### src/rtl/compare_pkg.sv
// Compare codes and legality helper shared by the branch-compare arbiter and its datapath.
package compare_pkg;
   localparam int CMP_W = 3;

   localparam logic [CMP_W-1:0] CMP_GTZ = 3'd0;
   localparam logic [CMP_W-1:0] CMP_LTZ = 3'd1;
   localparam logic [CMP_W-1:0] CMP_GEZ = 3'd2;
   localparam logic [CMP_W-1:0] CMP_LEZ = 3'd3;
   localparam logic [CMP_W-1:0] CMP_EQ  = 3'd4;
   localparam logic [CMP_W-1:0] CMP_NEQ = 3'd5;

   function automatic logic cmp_legal(input logic [CMP_W-1:0] code);
      return (code <= CMP_NEQ);
   endfunction
endpackage

### src/rtl/compare_core.sv
// Combinational signed branch-condition evaluator; illegal codes yield result=0, illegal=1.
module compare_core
   import compare_pkg::*;
#(
   parameter int DATA_W = 32
) (
   input  logic [CMP_W-1:0]  ctrl,
   input  logic [DATA_W-1:0] a,
   input  logic [DATA_W-1:0] b,
   output logic              result,
   output logic              illegal
);
   logic a_neg;
   logic a_zero;

   assign a_neg  = a[DATA_W-1];
   assign a_zero = (a == '0);

   always_comb begin
      result  = 1'b0;
      illegal = !cmp_legal(ctrl);
      case (ctrl)
         CMP_GTZ: result = !a_neg && !a_zero;
         CMP_LTZ: result = a_neg;
         CMP_GEZ: result = !a_neg;
         CMP_LEZ: result = a_neg || a_zero;
         CMP_EQ:  result = (a == b);
         CMP_NEQ: result = (a != b);
         default: result = 1'b0;
      endcase
   end
endmodule

### src/rtl/compare_arbiter.sv
// Round-robin share of one branch-compare datapath; 2-cycle latency from accept to one-hot response.
module compare_arbiter
   import compare_pkg::*;
#(
   parameter int NUM_REQ = 2,
   parameter int DATA_W  = 32
) (
   input  logic                      Clk,
   input  logic                      Rst_n,
   input  logic [NUM_REQ-1:0]        req_valid,
   output logic [NUM_REQ-1:0]        req_ready,
   input  logic [CMP_W*NUM_REQ-1:0]  req_ctrl,
   input  logic [DATA_W*NUM_REQ-1:0] req_a,
   input  logic [DATA_W*NUM_REQ-1:0] req_b,
   output logic [NUM_REQ-1:0]        resp_valid,
   output logic                      resp_result,
   output logic                      resp_err,
   output logic                      busy
);
   localparam int IDX_W = (NUM_REQ > 1) ? $clog2(NUM_REQ) : 1;

   logic [IDX_W-1:0]  ptr;
   logic [IDX_W-1:0]  win;
   logic              found;
   logic              accept;
   logic              s1_valid;
   logic [CMP_W-1:0]  s1_ctrl;
   logic [DATA_W-1:0] s1_a;
   logic [DATA_W-1:0] s1_b;
   logic [IDX_W-1:0]  s1_owner;
   logic              core_result;
   logic              core_illegal;
   logic [NUM_REQ-1:0] owner_onehot;

   // Scan from ptr upward with wrap; first valid requester wins.
   always_comb begin
      int j;
      j     = 0;
      found = 1'b0;
      win   = '0;
      for (int k = 0; k < NUM_REQ; k++) begin
         j = int'(ptr) + k;
         if (j >= NUM_REQ) j = j - NUM_REQ;
         if (!found && req_valid[IDX_W'(j)]) begin
            found = 1'b1;
            win   = IDX_W'(j);
         end
      end
   end

   // Ready is forced low while reset is held so nothing is accepted before release.
   always_comb begin
      req_ready = '0;
      if (found && Rst_n) req_ready[win] = 1'b1;
   end

   assign accept = |req_ready;

   always_ff @(posedge Clk or negedge Rst_n) begin
      if (!Rst_n) begin
         ptr      <= '0;
         s1_valid <= 1'b0;
         s1_ctrl  <= '0;
         s1_a     <= '0;
         s1_b     <= '0;
         s1_owner <= '0;
      end else begin
         s1_valid <= accept;
         if (accept) begin
            ptr      <= (win == IDX_W'(NUM_REQ - 1)) ? '0 : win + IDX_W'(1);
            s1_ctrl  <= req_ctrl[CMP_W*win +: CMP_W];
            s1_a     <= req_a[DATA_W*win +: DATA_W];
            s1_b     <= req_b[DATA_W*win +: DATA_W];
            s1_owner <= win;
         end
      end
   end

   compare_core #(
      .DATA_W (DATA_W)
   ) u_core (
      .ctrl    (s1_ctrl),
      .a       (s1_a),
      .b       (s1_b),
      .result  (core_result),
      .illegal (core_illegal)
   );

   always_comb begin
      owner_onehot = '0;
      owner_onehot[s1_owner] = 1'b1;
   end

   always_ff @(posedge Clk or negedge Rst_n) begin
      if (!Rst_n) begin
         resp_valid  <= '0;
         resp_result <= 1'b0;
         resp_err    <= 1'b0;
      end else begin
         resp_valid  <= s1_valid ? owner_onehot : '0;
         resp_result <= s1_valid && core_result;
         resp_err    <= s1_valid && core_illegal;
      end
   end

   assign busy = s1_valid | (|resp_valid);
endmodule

### config.mk
export PLATFORM = sky130hd
export DESIGN_NAME = compare_arbiter
export DESIGN_NICKNAME = d
export VERILOG_FILES = /design/src/rtl/compare_pkg.sv /design/src/rtl/compare_core.sv /design/src/rtl/compare_arbiter.sv
export SDC_FILE = /design/constraint.sdc
export NUM_CORES = 1
export LEC_CHECK = 0
export CORE_UTILIZATION = 39
export DETAILED_ROUTE_END_ITERATION = 8
export PLACE_DENSITY = 0.79
export SLEW_MARGIN = 40
export SYNTH_ARGS = -nofsm -noshare
export SYNTH_HDL_FRONTEND = slang
export SYNTH_SLANG_ARGS = --single-unit
### constraint.sdc
create_clock -name Clk -period 1.65 [get_ports Clk]
set_input_delay 0.2475 -clock Clk [delete_from_list [all_inputs] [get_ports Clk]]
set_output_delay 0.2475 -clock Clk [all_outputs]
set_load 0.01 [all_outputs]
* Word-level counts from Yosys, hierarchy flattened
Index checks and enable logic that the tools add are counted.
** Operators by class
- Add/sub/neg operators :: 4
- $mul :: 1
- $lt $le $gt $ge :: 9
- Eq/ne operators :: 7
- Shifts and indexed selects :: 3
- Muxes and demuxes :: 18
- Bitwise gates (word level) :: 1
- Reduce and logical (&&, ||, !) cells :: 16
** Operators by type and width (number)
- 64-bit by 7-bit variable part select with 32-bit output :: 2
- 32-bit equality test :: 1
- 32-bit logical NOT :: 1
- 32-bit != test :: 1
- 1-bit 2-to-1 mux :: 13
- 1-bit logical AND :: 7
- 3-bit by 2-bit equality test with 1-bit output, second input constant :: 2
- 3-bit equality test, second input constant :: 2
- 1-bit by 3-bit < comparator with 1-bit output, second input constant :: 2
- 1-bit one-hot mux with 6 select lines :: 1
- 6-bit by 4-bit variable part select with 3-bit output :: 1
- 1-bit logical NOT :: 4
- 1-bit by 2-bit < comparator with 1-bit output, second input constant :: 2
- 2-bit 2-to-1 mux :: 2
- 2-bit OR reduction :: 2
- 3-bit by 1-bit equality test with 1-bit output, second input constant :: 1
- 3-bit less-or-equal comparator, second input constant :: 1
- 3-bit logical NOT :: 1
- 2-bit by 1-bit multiplier with 3-bit output, first input constant :: 1
- 1-bit by 1-bit adder with 2-bit output, second input constant :: 1
- 1-bit demux with 1-bit select :: 2
- 1-bit greater-or-equal comparator, second input constant :: 2
- 1-bit by 2-bit greater-or-equal comparator with 1-bit output, second input constant :: 1
- 2-bit greater-or-equal comparator, second input constant :: 1
- 4 further kinds :: 5
** Storage, ports and cells
- Register bits after elaboration :: 74
- Input bits :: 138
- Output and inout port bits :: 7
- Word-level logic and storage cells :: 68

* Logic depth before layout (Yosys ltp)
- Word-level depth :: 15
- Gate-level depth with buffers :: 6
- Mapped depth without buffers :: 5

* Cells and area by module
Synthesis repeated with hierarchy kept, for this count alone.
** Second synthesis, totals
- Cells, all modules :: 380
- Area total of the unflattened synthesis :: 4224.1 um^2
** By module, submodules not included
- compare_arbiter :: instances 1, cells an instance 317, area an instance 3746.1 um^2
- compare_core :: instances 1, cells an instance 63, area an instance 478.0 um^2

* Least setup slack after synthesis
No wires, ideal clock.
- Kind :: reg2reg
- Start :: register s1_a[25]
- End :: register resp_result
- Library setup time :: 131 ps
- Arrival :: 1462 ps
- Setup slack :: 56 ps
- Cell stages (with the launch flop) :: 6
- Path buffers :: 0
- Cells stage by stage :: dfrtp_1 -> nor4_2 -> nand4_1 -> nor3_1 -> and4b_1 -> or3b_1
** Between the ends
- Longest elaborated chain between the ends :: 5
- Elaborated cells between the ends (all ways) :: 8
** RTL lines
- start: declaration :: RTL line compare_arbiter.sv:28 : logic [DATA_W-1:0] s1_a;
- start signal: assignment :: RTL line compare_arbiter.sv:72 : s1_a <= req_a[DATA_W*win +: DATA_W];
- 32-bit logical NOT :: RTL line compare_core.sv:17 : assign a_zero = (a == '0);
- 1-bit logical NOT :: RTL line compare_core.sv:23 : CMP_GTZ: result = !a_neg && !a_zero;
- 1-bit logical AND :: RTL line compare_core.sv:23
- 1-bit one-hot mux with 6 select lines (*) :: RTL line compare_core.sv:22 : case (ctrl)
- 1-bit logical AND (*) :: RTL line compare_arbiter.sv:101 : resp_result <= s1_valid && core_result;
- end signal: assignment :: RTL line compare_arbiter.sv:101
- end: declaration :: RTL line compare_arbiter.sv:16 : output logic resp_result,
Mark *: on every way between the ends. The rest lies on a longest branch, timed or not.
A chain may end at the register's enable or synchronous reset.

* Worst setup path after layout
- Start :: register s1_a[7]
- End :: register resp_result
The elaborated chain is that of the path after synthesis.

==> results.toml <==
[status]
status = "complete, but fails checks"
violations = "negative setup slack"

[grt]
grt_overflow = 0
grt_first_pass_wirelength_um = 14930
grt_pass1_vias = 3235
grt_max_degree = 75
gr-usage-all-layers_pct = 19.68
antenna_found_initial = 0

[timing]
timing.final.ws_setup_ns = -0.1575
skew_ns = 0.004734
rsz0062_at_grt = "yes"
maxSlewHeadroom_pct = 56.99
setup_viol = 1
hold_viol = 0
period_share_pct = 109.5
max_freq_ghz = 0.5533
report.final.slew_viol_count = 0
tightest_slew_ns = 0.6451
layout_min_cycle_time_ns = 1.807
fin_tns_setup_ns = -0.1575

[pwr]
clkPwrFrac_pct = 21.0
total_leakage_power_nw = 2.496
switching_share_pct = 33.81
seqPwrFrac_pct = 40.6
power_density_nw_per_um2 = 1185
p_sw_mw = 2.285
comb_power_share_pct = 38.4
vdd_drop_max_mv = 0.6208
power.internal_mw = 4.472

[route]
ant_nets = 0
firstDrtPassIters = 4
vias = 3177
wl_per_cell_um = 14.87
route.detailed.drc = 0
first_iter_violations = 102
drt-total-wl_um = 9664
vias_per_cell = 4.888

[final_layout]
layout-drive-gt1-share_pct = 8.829
finalInstanceArea_um2 = 5704
syn2layout_area_growth_pct = 51.51
diodes = 0
layout.nets = 654
fin_util_pct = 61.44
mostFrequentLayoutCell = "clkdlybuf4s50_1"
layout_common_cells = "139 x clkdlybuf4s50_1, 73 x dfrtp_1, 68 x o21ai_0, 67 x mux2i_1, 67 x nand2_1"

[clock_tree]
cts_tree = "yes"
cts_setup_buffers = 0
cts_hold_buf = 0
cts_num_sinks = 74
clk_latency_ns = 0.34
root_buffer = "clkbuf_8"
htree_levels = 3
clk_path_buf_depth = 2
cts_buffers = 9
clkTransAtPathRegs_ns = 0.07

[floorplanning]
die_area_um2 = 10050
fp.dieW_um = 100.3
pin_count = 145
fp.dieH_um = 100.3
start_util_pct = 40.55
rows = 35
fp.coreArea_um2 = 9284

[flow_run]
maxCapViolCount = 0

[critical_path]
reg2reg_depth = 5
worstSetupStartpointType = "flop"
critPathMaxFanout = 3
required_ns = 1.87
critPathKind = "reg2reg"
startpoint = "s1_a[7]"
r2r-start = "s1_a[7]"
critical_path.endpoint = "resp_result"
r2r_setup_slack_ns = -0.16
end_kind = "flop"
rr_endpoint = "resp_result"
crit_arrival_ns = 2.03

[place]
postPlaceCellArea_um2 = 5420
hpwlAfterDp_um = 7402
routabilityCongestion = 0.7607
portBuffers = 143

[logic_synthesis]
synth_edf_count = 0
yosysUniqueCellTypes = 27
synth-seq-area-share_pct = 49.19
async_flop_share_pct = 100.0
yosysWarnings = 0
synth_area_um2 = 3765
avgSynthCellArea_um2 = 10.15
synth-main-ff-cell = "dfrtp_1"
synth_cells = 371
synth_fp_nets = 509
ys_ff_latch = 74

[min_path]
hp-class = "in2async"
==> layout make-up <==
cell class              instances  area [µm²]
clock buffers                  11       151.4
clock inverters                 5       52.55
fillers                       787        3580
inverters                       1       3.754
multi-input cells             273        1907
flip-flops and latches         74        1856
well taps                     129       161.4
repair buffers                157        1573
==> repair_timing <==
item / CTS / global route
pin swaps: 2 / 4
resized for setup: 9 / 7
gates cloned: 0 / 0
setup endpoints to repair: 4 / 2
==> flip-flops by register name, indices dropped and copies added (netlist names) <==
name         flops
ptr              1
resp_err         1
s1_valid         1
s1_owner         1
s1_b            32
s1_ctrl          3
s1_a            32
resp_result      1
resp_valid       2
==> per-layer routing <==
metal	global-route usage (%)	vias to the layer above	wire length, µm
met5	0	-	0
met4	8.473	0	178
met3	3.969	13	480
met2	35.14	88	5000
met1	22.88	1494	4004
li1	-	1582	-
==> metrics by stage <==
stage                     std cells  hold slack [ns]  worst slack (ns)  power [mW]
after floorplan                 371         -0.04809           0.05618       4.303
after global placement          634           0.4737           -0.2055       5.210
after detailed placement        634           0.4505           -0.2436       5.304
after CTS                       650          0.07637           -0.1538       6.770
after global routing            650           0.1013           -0.2413       7.159
final                           650          0.05775           -0.1575       6.757
==> worst min-delay path by stage <==
stage,end,depth (start not counted)
detailed placement,s1_b[21],2
global route,s1_b[23],2
floorplan,ptr,0
global placement,resp_valid[0],1
CTS,s1_b[21],2
finish,s1_a[23],2
==> critical path: stages, from the launching register on <==
cell and delay [ns]:
dfrtp_1 0.42, nor4_2 0.32, nand4_1 0.23, nor3_2 0.15, and4b_1 0.20, or3b_1 0.37
==> cell usage after synthesis (2+ instances only) <==
cell type,n,area [µm²]
and3_1,2,12.51
buf_1,2,7.510
buf_2,5,25.02
clkbuf_1,16,60.06
dfrtp_1,74,1852
mux2i_1,67,670.6
nand2_1,68,255.2
nand4_1,10,62.56
nor2b_1,2,12.51
nor4_1,7,43.79
nor4_2,3,37.54
o21ai_0,68,340.3
xnor2_1,33,289.0
==> cells by family after synthesis <==
family / count (synthesis) / share of synthesized area, %
AND/OR/NAND/NOR: 103 / 13.39
multiplexers: 67 / 17.81
buffers and inverters: 24 / 2.559
XOR/XNOR: 33 / 7.677
flip-flops: 74 / 49.19
AO/OA/AOI/OAI: 70 / 9.372
==> power by group through the flow <==
stage	registers, mW	clock network (mW)	logic [mW]
after global routing	2.80	1.52	2.84
after global placement	2.71	0	2.50
final	2.75	1.42	2.59
after detailed placement	2.73	0	2.57
after CTS	2.72	1.45	2.60
after floorplan	2.62	0	1.69
No activity file was read; power rests on OpenSTA's default activity.
